==> src/rtl/prog_loader_if.sv <==
// Byte-stream handshake from the frame source into the loader; a byte moves when valid and ready are both high.
interface prog_loader_if #(
  parameter int DATA_W = 8
);
  logic [DATA_W-1:0] in_data_i;
  logic              in_valid_i;
  logic              in_ready_o;

  modport master (output in_data_i, output in_valid_i, input in_ready_o);
  modport slave  (input in_data_i, input in_valid_i, output in_ready_o);
endinterface

==> src/rtl/prog_loader.sv <==
// Loads one program frame (header N, operand, N words) into a small store, then runs the core and watches halt/run length.
// Stream is back-pressured only while the core runs; core reset releases one cycle after the last word is accepted.
module prog_loader #(
  parameter int DATA_W  = 8,
  parameter int ADDR_W  = 2,
  parameter int RUN_MAX = 1024
) (
  input  logic              clk_i,
  input  logic              rst_i,
  prog_loader_if.slave      in_if,
  input  logic [ADDR_W-1:0] prog_addr_i,
  output logic [DATA_W-1:0] prog_data_o,
  output logic [DATA_W-1:0] operand_o,
  output logic              core_rst_no,
  input  logic              halt_i,
  output logic              busy_o,
  output logic              load_err_o,
  output logic              timeout_o,
  output logic [15:0]       cycles_o
);
  localparam int DEPTH = 2 ** ADDR_W;

  typedef enum logic [2:0] {S_HDR, S_OPR, S_PROG, S_RUN, S_DONE} state_t;

  state_t              r_state;
  state_t              w_state_nxt;
  logic [DATA_W-1:0]   r_store [DEPTH];
  logic [DATA_W-1:0]   r_operand;
  logic [ADDR_W-1:0]   r_cnt;
  logic [ADDR_W:0]     r_nwords;
  logic                r_core_rst_n;
  logic                r_load_err;
  logic                r_timeout;
  logic [15:0]         r_cycles;

  logic                w_ready;
  logic                w_busy;
  logic                w_accept;
  logic                w_hdr_ok;
  logic                w_last;
  logic                w_run_limit;

  assign w_accept    = in_if.in_valid_i & w_ready;
  assign w_hdr_ok    = (in_if.in_data_i != '0) &&
                       ({1'b0, in_if.in_data_i} <= (DATA_W + 1)'(DEPTH));
  assign w_last      = ({1'b0, r_cnt} == (r_nwords - 1'b1));
  assign w_run_limit = (r_cycles == 16'(RUN_MAX));

  always_ff @(posedge clk_i or posedge rst_i) begin
    if (rst_i) r_state <= S_HDR;
    else       r_state <= w_state_nxt;
  end

  always_comb begin
    w_state_nxt = r_state;
    case (r_state)
      S_HDR, S_DONE: if (w_accept) w_state_nxt = w_hdr_ok ? S_OPR : S_HDR;
      S_OPR:         if (w_accept) w_state_nxt = S_PROG;
      S_PROG:        if (w_accept && w_last) w_state_nxt = S_RUN;
      // halt takes priority over the run-length limit
      S_RUN: begin
        if (halt_i)           w_state_nxt = S_DONE;
        else if (w_run_limit) w_state_nxt = S_HDR;
      end
      default:       w_state_nxt = S_HDR;
    endcase
  end

  always_comb begin
    w_ready = 1'b1;
    w_busy  = 1'b0;
    case (r_state)
      S_OPR, S_PROG: w_busy = 1'b1;
      S_RUN: begin
        w_ready = 1'b0;
        w_busy  = 1'b1;
      end
      default: ;
    endcase
  end

  always_ff @(posedge clk_i or posedge rst_i) begin
    if (rst_i) begin
      for (int i = 0; i < DEPTH; i++) r_store[i] <= '0;
      r_operand    <= '0;
      r_cnt        <= '0;
      r_nwords     <= '0;
      r_core_rst_n <= 1'b0;
      r_load_err   <= 1'b0;
      r_timeout    <= 1'b0;
      r_cycles     <= '0;
    end else begin
      case (r_state)
        S_HDR, S_DONE: begin
          if (w_accept) begin
            r_core_rst_n <= 1'b0;
            if (w_hdr_ok) begin
              for (int i = 0; i < DEPTH; i++) r_store[i] <= '0;
              r_cnt      <= '0;
              r_nwords   <= in_if.in_data_i[ADDR_W:0];
              r_load_err <= 1'b0;
              r_timeout  <= 1'b0;
              r_cycles   <= '0;
            end else begin
              r_load_err <= 1'b1;
            end
          end
        end
        S_OPR: if (w_accept) r_operand <= in_if.in_data_i;
        S_PROG: begin
          if (w_accept) begin
            r_store[r_cnt] <= in_if.in_data_i;
            r_cnt          <= r_cnt + 1'b1;
            if (w_last) r_core_rst_n <= 1'b1;
          end
        end
        S_RUN: begin
          if (!halt_i) begin
            if (w_run_limit) begin
              r_timeout    <= 1'b1;
              r_core_rst_n <= 1'b0;
            end else if (r_cycles != 16'hFFFF) begin
              r_cycles <= r_cycles + 16'd1;
            end
          end
        end
        default: ;
      endcase
    end
  end

  assign in_if.in_ready_o = w_ready;
  assign busy_o           = w_busy;
  assign prog_data_o      = r_store[prog_addr_i];
  assign operand_o        = r_operand;
  assign core_rst_no      = r_core_rst_n;
  assign load_err_o       = r_load_err;
  assign timeout_o        = r_timeout;
  assign cycles_o         = r_cycles;
endmodule

==> src/flat_wrapper.sv <==
// flat-port wrapper written by rule: the top's interface ports become plain ports
module prog_loader_flat 
#(
  parameter int DATA_W  = 8,
  parameter int ADDR_W  = 2,
  parameter int RUN_MAX = 1024
)
  (clk_i, rst_i, prog_addr_i, prog_data_o, operand_o, core_rst_no, halt_i, busy_o, load_err_o, timeout_o, cycles_o, in_if_in_data_i, in_if_in_valid_i, in_if_in_ready_o);
  prog_loader_if #(.DATA_W(DATA_W)) in_if_i ();
  input  logic clk_i;
  input  logic rst_i;
  input  logic [ADDR_W-1:0] prog_addr_i;
  output logic [DATA_W-1:0] prog_data_o;
  output logic [DATA_W-1:0] operand_o;
  output logic core_rst_no;
  input  logic halt_i;
  output logic busy_o;
  output logic load_err_o;
  output logic timeout_o;
  output logic [15:0] cycles_o;
  input wire logic [$bits(in_if_i.in_data_i)-1:0] in_if_in_data_i;
  input wire logic [$bits(in_if_i.in_valid_i)-1:0] in_if_in_valid_i;
  output wire logic [$bits(in_if_i.in_ready_o)-1:0] in_if_in_ready_o;
  assign in_if_i.in_data_i = in_if_in_data_i;
  assign in_if_i.in_valid_i = in_if_in_valid_i;
  assign in_if_in_ready_o = in_if_i.in_ready_o;
  prog_loader #(.DATA_W(DATA_W), .ADDR_W(ADDR_W), .RUN_MAX(RUN_MAX)) u_core (.clk_i(clk_i), .rst_i(rst_i), .in_if(in_if_i), .prog_addr_i(prog_addr_i), .prog_data_o(prog_data_o), .operand_o(operand_o), .core_rst_no(core_rst_no), .halt_i(halt_i), .busy_o(busy_o), .load_err_o(load_err_o), .timeout_o(timeout_o), .cycles_o(cycles_o));
endmodule
==> config.mk <==
export PLATFORM = sky130hd
export DESIGN_NAME = prog_loader_flat
export DESIGN_NICKNAME = d
export VERILOG_FILES = /design/src/rtl/prog_loader_if.sv /design/src/rtl/prog_loader.sv /design/src/flat_wrapper.sv
export SDC_FILE = /design/constraint.sdc
export NUM_CORES = 1
export LEC_CHECK = 0
export ABC_AREA = 0
export BUFFER_PORTS_ARGS = -buffer_cell sky130_fd_sc_hd__buf_4
export CAP_MARGIN = 30
export CORE_ASPECT_RATIO = 0.5
export CORE_UTILIZATION = 50
export DETAILED_ROUTE_END_ITERATION = 8
export GPL_ROUTABILITY_DRIVEN = 0
export GPL_TIMING_DRIVEN = 0
export PLACE_DENSITY = 0.75
export SYNTH_ARGS = -nofsm -noshare
export SYNTH_HDL_FRONTEND = slang
export SYNTH_SLANG_ARGS = --single-unit
export TNS_END_PERCENT = 50
==> constraint.sdc <==
create_clock -name clk_i -period 2.8 [get_ports clk_i]
set_clock_uncertainty 0.1 [all_clocks]
set_input_delay 0.42 -clock clk_i [delete_from_list [all_inputs] [get_ports clk_i]]
set_output_delay 0.42 -clock clk_i [all_outputs]
set_load 0.005 [all_outputs]
==> impl_metrics.json <==
{
  "cp.arrival_ps": 1710,
  "ctsResizeCount": 0,
  "period_share_pct": 79.8,
  "ant_nets": 0,
  "tightest_slew_ps": 823,
  "syn-cell-area_um2": 3280,
  "synth_area_leaders": "dfrtp_1, a22o_1, mux4_2",
  "synth_seq_cells": 67,
  "die_y_um": 59.3,
  "p_switching_mw": 1.16,
  "drive_gt1_share_pct": 28.0,
  "multi_input_area_um2": 1520,
  "clk_pin_slew_ps": 60,
  "track_usage_pct": 26.4,
  "synth_top_area_share_pct": 51.0,
  "cts_root_buffer": "clkbuf_16",
  "p_sw_share_pct": 30.4,
  "ff_latch_area_um2": 1680,
  "fmax_ghz": 0.448,
  "p_total_mw": 3.82,
  "clockBufferDepth": 2,
  "die_x_um": 117,
  "final_cells": 434,
  "cts_inserted_buffers": 9,
  "synth_cell_types": 47,
  "cap_viol_max_count": 0,
  "dpl.hpwl_um": 5430,
  "ir_worst_vdd_uv": 393,
  "async_reset_ff_share_pct": 100,
  "hold_viol": 0,
  "critPathLaunchType": "input port",
  "drc": 0,
  "ys_seq_area_share_pct": 51.0,
  "yosysMostFrequentCell": "dfrtp_1",
  "synth_edf_count": 0,
  "combPwrFrac_pct": 30.0,
  "grt_pass1_vias": 2585,
  "antenna_found_initial": 0,
  "tritoncts": "done",
  "worstSetupPathType": "input port to primary output",
  "max-slew-margin-rel_pct": 45.0,
  "fin_crit_ps": 2230,
  "grt_pass1_wl_um": 13200,
  "holdWs_ps": 152,
  "end_kind": "primary output",
  "fillers": 479,
  "status": "completed",
  "setup_violations": 0,
  "postSynthCellCount": 281,
  "synth_common_cells": "dfrtp_1, a22o_1, nand2_1, o21ai_0, nor2_1",
  "slew_viol_final": 0,
  "diodes": 0,
  "drtIter0Drc": 217,
  "syn_area_per_cell_um2": 11.7,
  "drt_first_pass_iters": 4,
  "wire_per_inst_um": 18.3,
  "leakage_nw": 1.87,
  "totalWireLength_um": 7940,
  "grt-ovfl-total": 0,
  "seqPwrFrac_pct": 38.4,
  "area.growth.synth_to_final_pct": 24.6,
  "post_cts_buffers": 0,
  "coreArea_um2": 6210,
  "grt_max_degree": 38,
  "rsz0062_at_grt": "false",
  "viasPerCell": 5.94,
  "clkSinkCount": 67,
  "p_int_mw": 2.66,
  "initial_core_util_pct": 52.9,
  "hold_class": "input port to asynchronous set/reset pin",
  "cts_max_level": 3,
  "port_buffers": 48,
  "vias": 2577,
  "synth_nets": 302,
  "rows": 20,
  "dieArea_um2": 6920,
  "yosysTopAreaCell": "dfrtp_1",
  "final_util_pct": 66.0,
  "clkPwrFrac_pct": 31.6,
  "dp_cells": 418,
  "clk_latency_ps": 340,
  "crit_fanout": 8,
  "synth-main-ff-cell": "dfrtp_1",
  "yosys_warnings": 0,
  "hold_buffers": 0,
  "pwr_density_cell_nw_per_um2": 933,
  "nets": 362,
  "required_ps": 2280,
  "io_pins": 51
}
path summary, 6_finish.rpt:
path	startpoint	to	cells after the start	slack (ps)
max in group asynchronous	rst_i	u_core.r_state[1]	3	1800
hold reg to reg	u_core.r_store[23]	u_core.r_store[23]	1	400
setup reg to reg	u_core.r_state[1]	u_core.r_store[18]	6	580
min in group clk_i	halt_i	u_core.r_state[2]	2	230
hold / removal	rst_i	u_core.operand_o[4]	2	150
setup / recovery	prog_addr_i[0]	prog_data_o[2]	3	570
flip-flops by register name (all words and copies together), names as in the netlist:
signal,cells
u_core.cycles_o,16
u_core.operand_o,8
u_core.r_state,3
u_core.r_store,32
u_core.r_cnt,2
u_core.core_rst_no,1
u_core.load_err_o,1
u_core.r_nwords,3
u_core.timeout_o,1
area by class of cell:
cell class | instances | area share [%]
sequential | 67 | 41.0
multi-input combinational | 193 | 37.0
timing repair buffer | 49 | 9.29
clock buffer | 10 | 5.59
tap | 88 | 2.69
clock inverter | 6 | 2.20
buffer | 11 | 1.34
inverter | 10 | 0.917
cells by family after synthesis:
group,count (synthesis),share of synthesized area (%)
and+or+nand+nor,82,14.4
AOI/OAI and AO/OA,76,17.4
DFF,67,51.0
muxes,22,10.1
buffers and inverters,21,2.82
adders and majority gates,7,2.67
xor gates and xnor gates,6,1.60
cells in the final DEF, fill, tap and decap left out, types with 3 or more instances in the layout:
cell	n
dfrtp_1	67
buf_4	49
a22o_1	32
nand2_1	18
o21ai_0	13
nor2_1	12
nand3_1	11
a21oi_1	10
mux2_2	9
clkbuf_16	9
clkbuf_1	8
inv_1	8
mux4_2	8
or3_1	7
ha_1	7
and3_1	6
nand4_1	5
o21ai_2	5
mux2i_1	5
nor4_1	4
xor2_1	4
and4_1	4
nor3_1	3
o211ai_1	3
metal layers:
metal	up-vias	GRT usage (%)	share of wire, %
met5	-	0	0
met4	0	7.96	1.5
met3	14	9.41	7.2
met2	91	42.2	48
met1	1277	34.1	44
li1	1195	-	-
power by group through the flow:
stage	clock network (mW)	registers, mW	logic [mW]
after floorplan	0	1.43	0.721
after global placement	0	1.45	1.10
after detailed placement	0	1.48	1.14
after CTS	1.22	1.47	1.15
after global routing	1.26	1.51	1.27
final	1.21	1.47	1.15
metrics by stage:
| step | worst slack (ps) | TNS (ps) | area (µm²) |
|---|---|---|---|
| global placement | -106 | -6950 | 3750 |
| detailed placement | 516 | 0 | 3770 |
| finish | 567 | 0 | 4090 |
| floorplan | 597 | 0 | 3280 |
| global route | 455 | 0 | 4090 |
| CTS | 555 | 0 | 4090 |
worst max-delay path: stages:
cell and delay, ps:
clkbuf_1 510, mux4_2 620, buf_4 160
Note: power is estimated with default switching activity, not from simulation.
